===== src/rtl/wb_merge_unit.sv =====
// Writeback merge: pipeline result (wb_sel/load extraction) and a FIFO-buffered long-latency
// result share one registered register-file write port. Optional: WB_LL_BYPASS_EN.
module wb_merge_unit #(
   parameter int unsigned XLEN    = 64,
   parameter int unsigned Q_DEPTH = 4,
   parameter int unsigned PTR_W   = $clog2(Q_DEPTH)
) (
   input  logic              clk,
   input  logic              rst,
   input  logic              valid_wb,
   input  logic [XLEN-1:0]   pc_wb,
   input  logic [31:0]       inst_wb,
   input  logic [1:0]        wb_sel,
   input  logic [XLEN-1:0]   data_in_wb,
   input  logic [XLEN-1:0]   alu_result_wb,
   input  logic [2:0]        memdata_width,
   input  logic              ll_valid,
   output logic              ll_ready,
   input  logic [4:0]        ll_rd,
   input  logic [XLEN-1:0]   ll_data,
   output logic              rf_we,
   output logic [4:0]        rf_waddr,
   output logic [XLEN-1:0]   rf_wdata,
   output logic              rf_src,
   output logic [PTR_W:0]    q_count
);

   localparam int unsigned OFF_W = $clog2(XLEN / 8);

   logic [4:0]      rd;
   logic            pipe_wr;
   logic [XLEN-1:0] shifted;
   logic [XLEN-1:0] load_val;
   logic [XLEN-1:0] pipe_val;

   logic [4:0]      rd_mem   [Q_DEPTH];
   logic [XLEN-1:0] data_mem [Q_DEPTH];
   logic [PTR_W-1:0] wr_ptr_q, wr_ptr_d;
   logic [PTR_W-1:0] rd_ptr_q, rd_ptr_d;
   logic [PTR_W:0]   count_q, count_d;
   logic             full, empty, enq, deq, bypass;

   logic            rf_we_q, rf_we_d;
   logic [4:0]      rf_waddr_q, rf_waddr_d;
   logic [XLEN-1:0] rf_wdata_q, rf_wdata_d;
   logic            rf_src_q, rf_src_d;

   logic unused_inst;
   assign unused_inst = ^{inst_wb[31:12], inst_wb[6:0]};

   assign rd      = inst_wb[11:7];
   assign pipe_wr = valid_wb && (wb_sel != 2'b00) && (rd != 5'd0);
   assign shifted = data_in_wb >> {alu_result_wb[OFF_W-1:0], 3'b000};

   always_comb begin
      load_val = '0;
      case (memdata_width)
         3'b000: load_val = XLEN'($signed(shifted[7:0]));
         3'b100: load_val = XLEN'(shifted[7:0]);
         3'b001: load_val = XLEN'($signed(shifted[15:0]));
         3'b101: load_val = XLEN'(shifted[15:0]);
         3'b010: load_val = XLEN'($signed(shifted[31:0]));
         // On RV32 the doubleword and unsigned-word encodings collapse to a plain word load
         3'b110: begin
            if (XLEN == 64) load_val = XLEN'(shifted[31:0]);
            else            load_val = XLEN'($signed(shifted[31:0]));
         end
         3'b011: begin
            if (XLEN == 64) load_val = shifted;
            else            load_val = XLEN'($signed(shifted[31:0]));
         end
         default: load_val = '0;
      endcase
   end

   always_comb begin
      pipe_val = '0;
      case (wb_sel)
         2'b00:   pipe_val = '0;
         2'b01:   pipe_val = alu_result_wb;
         2'b10:   pipe_val = load_val;
         default: pipe_val = pc_wb + XLEN'(4);
      endcase
   end

   assign full     = (count_q == (PTR_W + 1)'(Q_DEPTH));
   assign empty    = (count_q == '0);
   assign ll_ready = !full;

`ifdef WB_LL_BYPASS_EN
   assign bypass = empty && !pipe_wr && ll_valid;
`else
   assign bypass = 1'b0;
`endif

   assign enq = ll_valid && ll_ready && !bypass;
   assign deq = !pipe_wr && !empty;

   always_comb begin
      wr_ptr_d = enq ? wr_ptr_q + PTR_W'(1) : wr_ptr_q;
      rd_ptr_d = deq ? rd_ptr_q + PTR_W'(1) : rd_ptr_q;
      count_d  = count_q;
      case ({enq, deq})
         2'b10:   count_d = count_q + 1'b1;
         2'b01:   count_d = count_q - 1'b1;
         default: count_d = count_q;
      endcase
   end

   always_comb begin
      rf_we_d    = 1'b0;
      rf_waddr_d = rf_waddr_q;
      rf_wdata_d = rf_wdata_q;
      rf_src_d   = rf_src_q;
      if (pipe_wr) begin
         rf_we_d    = 1'b1;
         rf_waddr_d = rd;
         rf_wdata_d = pipe_val;
         rf_src_d   = 1'b0;
      end else if (bypass) begin
         rf_we_d    = (ll_rd != 5'd0);
         rf_waddr_d = ll_rd;
         rf_wdata_d = ll_data;
         rf_src_d   = 1'b1;
      end else if (deq) begin
         // rd=0 entries still drain their slot but never write
         rf_we_d    = (rd_mem[rd_ptr_q] != 5'd0);
         rf_waddr_d = rd_mem[rd_ptr_q];
         rf_wdata_d = data_mem[rd_ptr_q];
         rf_src_d   = 1'b1;
      end
   end

   always_ff @(posedge clk) begin
      if (enq) begin
         rd_mem[wr_ptr_q]   <= ll_rd;
         data_mem[wr_ptr_q] <= ll_data;
      end
   end

   always_ff @(posedge clk) begin
      if (rst) begin
         wr_ptr_q   <= '0;
         rd_ptr_q   <= '0;
         count_q    <= '0;
         rf_we_q    <= 1'b0;
         rf_waddr_q <= '0;
         rf_wdata_q <= '0;
         rf_src_q   <= 1'b0;
      end else begin
         wr_ptr_q   <= wr_ptr_d;
         rd_ptr_q   <= rd_ptr_d;
         count_q    <= count_d;
         rf_we_q    <= rf_we_d;
         rf_waddr_q <= rf_waddr_d;
         rf_wdata_q <= rf_wdata_d;
         rf_src_q   <= rf_src_d;
      end
   end

   assign rf_we    = rf_we_q;
   assign rf_waddr = rf_waddr_q;
   assign rf_wdata = rf_wdata_q;
   assign rf_src   = rf_src_q;
   assign q_count  = count_q;

endmodule


===== config.mk =====
export PLATFORM = sky130hd
export DESIGN_NAME = wb_merge_unit
export DESIGN_NICKNAME = d
export VERILOG_FILES = /design/src/rtl/wb_merge_unit.sv
export SDC_FILE = /design/constraint.sdc
export NUM_CORES = 1
export LEC_CHECK = 0
export CAP_MARGIN = 20
export CORE_MARGIN = 2
export CORE_UTILIZATION = 52
export CTS_CLUSTER_SIZE = 24
export DETAILED_ROUTE_END_ITERATION = 6
export PLACE_DENSITY = 0.89
export SLEW_MARGIN = 0
export SYNTH_ARGS = -nofsm -noshare
export SYNTH_HDL_FRONTEND = slang
export SYNTH_SLANG_ARGS = --single-unit
export TNS_END_PERCENT = 50

===== constraint.sdc =====
create_clock -name clk -period 3.9 [get_ports clk]
set_input_delay 0.585 -clock clk [delete_from_list [all_inputs] [get_ports clk]]
set_output_delay 0.585 -clock clk [all_outputs]
set_load 0.02 [all_outputs]

# Yosys cells after proc, flatten, opt, wreduce, memory -nomap -nowiden
# Memory sizes are Yosys's and may differ from the RTL's. A register that Yosys moved wholly into a read port is not among the register bits.
# Cells that the tools add are included.
dict set report word_totals {
  wordCells 57
  mem_bits_rw 276
  input_bits 302
  register_bits 78
  n_memories 2
  output_inout_bits 75
}
dict set report classes {
  shift 1
  eq_ne 11
  addsub 5
  n_reduce_logical 16
  mux 15
}
# name depth word_bits read_ports rd_ports_with_merged_regs write_ports line
set mem_list {}
lappend mem_list {data_mem 4 64 1 1 1 37} ;# logic [XLEN-1:0] data_mem [Q_DEPTH];
lappend mem_list {rd_mem 4 5 1 1 1 36} ;# logic [4:0] rd_mem [Q_DEPTH];
# cell count
set ops {}
lappend ops {{$pmux W64 S7} 1}
lappend ops {{$pmux W64 S3} 1}
lappend ops {{$mux W64} 2}
lappend ops {{$add A64 B3 Y64 const B} 1}
lappend ops {{$shr A64 B6 Y64} 1}
lappend ops {{$eq A3 B3 Y1 const B} 4}
lappend ops {{$mux W5} 2}
lappend ops {{$reduce_bool A5 Y1} 2}
lappend ops {{$mux W2} 4}
lappend ops {{$eq A3 B2 Y1 const B} 2}
lappend ops {{$logic_not A3 Y1} 2}
lappend ops {{$pmux W3 S2} 1}
lappend ops {{$reduce_bool A2 Y1} 3}
lappend ops {{$add A2 B1 Y2 const B} 2}
lappend ops {{$eq A2 B1 Y1 const B} 2}
lappend ops {{$eq A2 B2 Y1 const B} 2}
lappend ops {{$logic_and A1 B1 Y1} 4}
lappend ops {{$mux W1} 4}
lappend ops {{$add A3 B1 Y3 const B} 1}
lappend ops {{$eq A3 B1 Y1 const B} 1}
lappend ops {{$logic_not A1 Y1} 3}
lappend ops {{$sub A3 B1 Y3 const B} 1}
lappend ops {{$logic_not A2 Y1} 1}
lappend ops {{$reduce_or A2 Y1} 1}

# Depth between registers and ports, before layout
# Gate-level depths: netlist (run 1).
dict set report logic_depth {
  word_depth 7
  ltp_mapped 10
  depth_no_buf 10
}

# Least setup slack after synthesis (run 1)
# No wires, ideal clock.
dict set report synth_path {
  kind {register to register}
  start {reg count_q[0], in the netlist q_count[0]}
  end {mem data_mem[0][0] (enable)}
  required_time_ps 3465
  path_slack_ps 882
  setup_ps 435
  n_path_buf 0
  path_stages_with_launch 4
  period_less_slack_ps 3018
  arrival_time_ps 2583
  path_cell_list {dfxtp_1 inv_1 nand3_1 and3_1}
}
dict set report synth_between {
  elab_chain_cells 5
}
# item line
set synth_lines {}
lappend synth_lines {{start: declaration} 40} ;# logic [PTR_W:0] count_q, count_d;
lappend synth_lines {{start signal: assignment} 153} ;# count_q <= count_d;
lappend synth_lines {{$eq A3 B3 Y1} 86} ;# assign full = (count_q == (PTR_W + 1)'(Q_DEPTH));
lappend synth_lines {{$logic_not A1 Y1} 88} ;# assign ll_ready = !full;
lappend synth_lines {{via ll_ready} 18} ;# output logic ll_ready,
lappend synth_lines {{$logic_and A1 B1 Y1} 96} ;# assign enq = ll_valid && ll_ready && !bypass;
lappend synth_lines {{$mux W1} 135} ;# if (enq) begin
lappend synth_lines {{$mux W1 (implied by the code)} 137} ;# data_mem[wr_ptr_q] <= ll_data;
lappend synth_lines {{end: declaration} 37}
# The timed path passes the listed nets, and every way through them passes these cells.

# Worst setup path in the final report (run 1)
dict set report layout_path {
  start {in inst_wb[10]}
  end {reg count_q[2], in the netlist q_count[2]}
}
dict set report layout_between {
  elab_chain_cells 6
  word_cells_on_any_way 8
  classes_between {eq/ne: 2; mux: 1; reduce/logical: 5}
}
# item line
set layout_lines {}
lappend layout_lines {{start: declaration} 12} ;# input logic [31:0] inst_wb,
lappend layout_lines {{$reduce_bool A5 Y1 *} 52} ;# assign pipe_wr = valid_wb && (wb_sel != 2'b00) && (rd != 5'd0);
lappend layout_lines {{$logic_and A1 B1 Y1 *} 52}
lappend layout_lines {{$logic_not A1 Y1 *} 97} ;# assign deq = !pipe_wr && !empty;
lappend layout_lines {{$logic_and A1 B1 Y1 *} 97}
lappend layout_lines {{via deq} 41} ;# logic full, empty, enq, deq, bypass;
lappend layout_lines {{$eq A2 B1 Y1 / $eq A2 B2 Y1 (equally long branches)} 103} ;# case ({enq, deq})
lappend layout_lines {{$pmux W3 S2 / $reduce_bool A2 Y1 (equally long branches)} n/a}
# Mark *: on every way through the listed nets, which the timed path passes. The rest lies on a longest branch.
# A chain may end at the register's enable or synchronous reset.

==> metrics.txt, run 1 <==
vias in the first global route 14.82k; final count of pins violating max slew 0; Clock transition at path regs 0.06 ns; Max IR drop VDD 464.7 µV; crit end category flop; Post-Syn Area 18020 µm²; hpwl dp 47720 µm; Crit path largest cell delay 0.61 ns; # IOs 377; Post CTS Setup Buffer Count 0; routed vias/inst 6.674; wire length per cell 28.76 µm; detailed-route via count 15.26k; number of synthesized register bits 356; TritonCTS clock tree yes; Power Density 536.4 nW/µm²; critical path launch point type input port; GP Congestion 0.9524; power share of the sequential group 39.2%; Netlist cell types 66; EDFF count, synth 276; MaxCap Viol Count 0; share of layout cells above drive strength 1 13.79%; Tot GR Track Use 35.96%; WP data required 4.36 ns; Clk pwr share 28.6%; Clock Skews 0.01209 ns; fin crit share 75.51%; port bufs 349; pin count of the biggest net entering global routing 70; # resized after CTS 0; row count 68; CTS root buf clkbuf_16; slowest cell on the critical path or4_1; Period minus WS final 2.945 ns; total grt overflow 0; NumNets Final 2102; first-pass GRT wire length 95360 µm; internal power 8.533 mW; Max Root-Sink Buffers 3; Area contributors post-synth edfxtp_1, mux4_2, dfxtp_1; Die H 190.1 µm; CTS Sinks 356; area leader, netlist edfxtp_1; sw frac 32.03%; initial antenna violation count 17; core area 34290 µm²; Initial DRC Count 2098; status complete, no violations; DR DRC count 0; die area 36150 µm²; Layout area overhead 29.90%; Post-CTS Hold Fix Bufs 0; Hold/Removal Path Class flop to flop; crit-path max FO 3; register area share after synthesis 54.89%; Comb power frac 32.2%; Cells after Synth 1465; Async SR Flop Fraction 0%; critical path launch point inst_wb[10]; FMAX 339.6 MHz; final WL 65750 µm; Most used DFF post-synth edfxtp_1; Worst-Margin Slew 0.9490 ns; Yosys top cell area share 46.00%; Cells after DPL 2210; final hold vios 0; warnings from Yosys 0; Sw Pwr 4.020 mW; syn avg cell area 12.30 µm²; setup TNS 0 ns; CP arrival 3.40 ns; headroom to the max-slew limit 36.19%; Initial Util 52.54%; die extent in x 190.1 µm; Hold Path Origin rf_wdata[0]; Post-DRT Antenna Nets 0; crit path kind input port to flop; RSZ-0062 raised after global routing false; fin cells 2286; FILL cells 2341; final setup fails 0; Worst-Skew Late Latency 0.54 ns; CP cell instances clkdlybuf4s50_1 -> or4_1 -> o21a_1 -> nor2_1 -> buf_4 -> ha_1 -> inv_1 -> fa_1 -> xor2_1 -> or3_1 -> a21oi_1; H-Tree Depth 2; Syn Nets 1774; LEAKAGE 7.877 nW; drt pass-1 iters 7; total CTS buffers 36
## final cells by class
class                      count  area [µm²]  share of cell area, %
antenna                       11       27.53                 0.1176
tap                          455       569.3                  2.433
clock inverter                15       191.4                 0.8180
inverter                      16       60.06                 0.2566
multi-input combinational    975        7585                  32.41
clock buffer                  50        1033                  4.416
timing repair buffer         408        4041                  17.27
sequential                   356        9894                  42.28
## kinds of logic after synthesis
logic type / synth area share, %
and+or+nand+nor: 11.13
xor gates and xnor gates: 2.333
adders and majority gates: 0.5278
muxes: 15.46
buffers and inverters: 3.146
DFF: 54.89
AOI/OAI and AO/OA: 12.51
## state kept, by name, summed over array words and instances, names as in the netlist, named ones only
signal	cells
wr_ptr_q	2
rf_we	1
data_mem	256
rf_wdata	64
rf_waddr	5
rd_ptr_q	2
rd_mem	20
q_count	3
rf_src	1
## cell usage after synthesis, types with 4 or more instances
master    number
o221ai_1       7
and2_1        19
a221oi_1      38
a31o_2        18
dfxtp_1       80
nor4_1        21
and3_1        14
a211oi_1      13
nor3_1        21
nor2b_1        8
a21o_1         4
clkbuf_1      81
mux2_2        10
mux4_2        84
inv_1         14
o22ai_1       12
ha_1           6
nand4_1       24
nor2_1        78
xor2_1        24
nand2b_1       9
mux2i_1       78
o21ai_0       89
a21oi_1       71
o31a_1         7
edfxtp_1     276
buf_1          6
or3_1          5
a211o_1        6
o21a_1        16
a31oi_1       21
buf_2         27
nand3_1       33
xnor2_1       24
nand2_1      147
o211ai_1       7
and4_1        14
a311oi_1      12
## placed cells by master, fill, tap and decap left out, drive strengths merged, types with 8 or more instances in the layout
cell type	Yosys	final
mux4	84	84
nor2b	8	8
clkdlybuf4s50	0	345
nor3	21	21
and2	19	19
a21oi	71	71
a31o	18	18
nor2	78	78
and3	15	15
edfxtp	276	276
nand3	34	34
nor4	22	22
mux2i	78	78
nand2b	9	9
diode	0	11
o21a	16	16
mux2	10	10
nand2	147	147
dfxtp	80	80
xor2	24	24
inv	16	20
a311oi	12	12
a221oi	38	38
buf	37	63
clkbuf	81	50
a31oi	21	21
and4	14	14
nand4	25	25
o22ai	12	12
o21ai	89	89
xnor2	24	24
a211oi	13	13
## layer usage
layer,track usage [%],vias up,part of all wire [%]
li1,-,6411,-
met1,47.48,7386,37
met2,56.82,1203,45
met3,9.223,239,12
met4,15.06,18,5.4
met5,0,-,0.17
## final timing paths
kind / end / slack, ns / cells past startpoint
hold reg to reg: rf_wdata[0] / 0.51 / 2
hold / removal: rf_wdata[0] / 0.51 / 2
setup / recovery: q_count[2] / 0.96 / 11
setup reg to reg: rf_wdata[63] / 1.53 / 6
## worst max-delay path, delay by kind of cell
family / cells / cell delay [ns]
XOR/XNOR: 1 / 0.16
AO/OA/AOI/OAI: 2 / 0.40
AND/OR/NAND/NOR: 3 / 1.02
adder cells (fa/ha/maj): 2 / 0.58
buffers and inverters: 3 / 0.67
## per-stage QoR
stage / hold WS [ns] / cell area, µm² / worst slack (ns) / utilization (%) / power [mW]
final: 0.5137 / 23400 / 0.9553 / 68.25 / 12.55
after global routing: 0.5403 / 23390 / 0.8289 / 68.22 / 12.96
after CTS: 0.5113 / 23370 / 0.9653 / 68.17 / 12.51
after detailed placement: 0.4897 / 22150 / 0.4430 / 64.60 / 8.959
after global placement: 0.4654 / 22150 / 0.5003 / 64.60 / 8.823
after floorplan: 0.4692 / 18020 / 0.8824 / - / 7.293
## power groups by stage
stage          logic (mW)  clock network, mW  registers (mW)
6_report             4.04               3.59            4.92
5_1_grt              4.27               3.73            4.96
4_1_cts              4.01               3.58            4.92
3_5_place_dp         3.97                  0            4.99
3_3_place_gp         3.87                  0            4.96
2_1_floorplan        2.18                  0            5.11
No activity file was read; power rests on OpenSTA's default activity.
==> run 2: changes to the inputs <==
==> constraint.sdc (replaced) <==
create_clock -name clk -period 2.8 [get_ports clk]
set_input_delay 0.42 -clock clk [delete_from_list [all_inputs] [get_ports clk]]
set_output_delay 0.42 -clock clk [all_outputs]
set_load 0.02 [all_outputs]
==> metrics.txt, run 2 (same netlist as run 1, synthesis figures left out) <==
final core occ 72.75% (+4.5 points); final setup fails 0 (unchanged); final hold vios 0 (unchanged); core area 34290 µm² (unchanged); vias in the first global route 15.88k (+7.2%); MaxCap Viol Count 0 (unchanged); Initial DRC Count 1943 (-7.4%); WHS 0.3901 ns (-0.1236 ns); final count of pins violating max slew 0 (unchanged); WP data required 3.20 ns (-1.16 ns); Post CTS Setup Buffer Count 0 (unchanged); routed vias/inst 6.488 (-2.8%); CP arrival 3.08 ns (-0.32 ns); fin cells 2461 (+7.7%); # IOs 377 (unchanged); drt pass-1 iters 5 (-2); crit-path max FO 12 (+9); Hold/Removal Path Class input port to flop; Max Root-Sink Buffers 3 (unchanged); Power Density 718.5 nW/µm² (+34%); Post-CTS Hold Fix Bufs 0 (unchanged); LEAKAGE 8.813 nW (+12%); status complete, no violations; share of layout cells above drive strength 1 21.72% (+7.9 points); CTS root buf clkbuf_16; Clock Skews 0.03090 ns (+0.01881 ns); crit end category flop; most flop-heavy register data_mem; final WL 70010 µm (+6.5%); Post-DRT Antenna Nets 0 (unchanged); port bufs 349 (unchanged); H-Tree Depth 2 (unchanged); CTS Sinks 356 (unchanged); critical path launch point type input port; pin count of the biggest net entering global routing 60 (-14%); most frequent cells in the layout clkdlybuf4s50_1, edfxtp_1, buf_4; NumNets Final 2284 (+8.7%); Tot GR Track Use 38.27% (+2.3 points); Crit path largest cell delay 0.62 ns (about the same); DR DRC count 0 (unchanged); FILL cells 2261 (-3.4%); Worst-Margin Slew 0.8930 ns (-0.05602 ns); headroom to the max-slew limit 40.47% (+4.3 points); Initial Util 52.54% (unchanged); first-pass GRT wire length 101600 µm (+6.5%); Die H 190.1 µm (unchanged); initial antenna violation count 7 (-10); row count 68 (unchanged); commonest non-fill, non-tap cell in the layout clkdlybuf4s50_1; Layout area overhead 38.46%; # resized after CTS 0 (unchanged); die extent in x 190.1 µm (unchanged); TritonCTS clock tree yes; die area 36150 µm² (unchanged); wire length per cell 28.45 µm (-1.1%); max FFs per register 256 (unchanged); detailed-route via count 15.97k (+4.7%); Period minus WS final 2.682 ns; Clock transition at path regs 0.06 ns (about the same); hpwl dp 52300 µm (+9.6%); Cells after DPL 2392 (+8.2%); fin crit share 95.79%; GP Congestion 0.9530 (about the same); crit path kind input port to flop; total grt overflow 0 (unchanged); total CTS buffers 36 (unchanged); FMAX 372.8 MHz; slowest cell on the critical path clkdlybuf4s50_1; Max IR drop VDD 609.3 µV (+31%); CP cell instances clkdlybuf4s50_1 -> ha_1 -> and3_1 -> nand4_4 -> or4b_1 -> buf_4 -> o31a_1 -> nor3_1 -> o22ai_1; Worst-Skew Late Latency 0.55 ns (about the same)
run 2: cell types whose count changed in the layout (fill, tap and decap cells not counted), moves of 6 or more:
cell	before	now
buf_12	10	28
clkbuf_8	8	2
diode_2	11	3
buf_4	49	213
clkinv_2	3	9
run 2: layout make-up:
cell class | count | area, µm² | area share, %
diodes | 3 | 7.507 | 0.03009
clock buffers | 46 | 979.7 | 3.927
clock inverters | 20 | 212.7 | 0.8527
inverters | 16 | 60.06 | 0.2408
multi-input cells | 975 | 7589 | 30.42
flip-flops and latches | 356 | 9894 | 39.66
well taps | 455 | 569.3 | 2.282
repair buffers | 590 | 5633 | 22.58
run 2: critical path, delay by kind of cell:
kind            cells  cell delay (ns)
buf+inv             2             0.84
fa+ha+maj           1             0.21
compound gates      2             0.47
simple gates        4             1.13
run 2: metal layers:
| layer | track usage [%] | routed length (µm) | part of all wire [%] | vias to the layer above |
|---|---|---|---|---|
| li1 | - | - | - | 6767 |
| met1 | 50.57 | 26030 | 37 | 7826 |
| met2 | 61.13 | 32340 | 46 | 1183 |
| met3 | 8.246 | 7998 | 11 | 184 |
| met4 | 17.08 | 3582 | 5.1 | 8 |
| met5 | 0 | 54 | 0.077 | - |
run 2: path summary, 6_finish.rpt:
path                                   from            to  slack, ns  cells after the start
worst min register to register  rf_wdata[6]   rf_wdata[6]       0.51                      2
worst max register to register   q_count[0]    q_count[2]       0.47                     10
worst max-delay path               pc_wb[2]  rf_wdata[58]       0.12                      9
worst min-delay path                    rst   rf_wdata[6]       0.39                      2
run 2: per-stage QoR:
| step | instance area (µm²) | setup WS [ns] | total power [mW] | TNS (ns) |
|---|---|---|---|---|
| floorplan | 18020 | -0.2169 | 10.14 | -14.96 |
| global placement | 23740 | -0.3853 | 12.76 | -2.109 |
| detailed placement | 23740 | -0.4057 | 12.96 | -3.565 |
| CTS | 24930 | 0.1007 | 17.82 | 0 |
| global route | 24940 | -0.001927 | 18.45 | -0.001927 |
| finish | 24950 | 0.1177 | 17.92 | 0 |
run 2: power breakdown:
part,switching [mW],leakage (nW),internal [mW]
sequential,0.406,3.20,6.47
combinational,3.31,5.03,2.84
clock,2.10,0.589,2.80
total,5.81,8.81,12.1
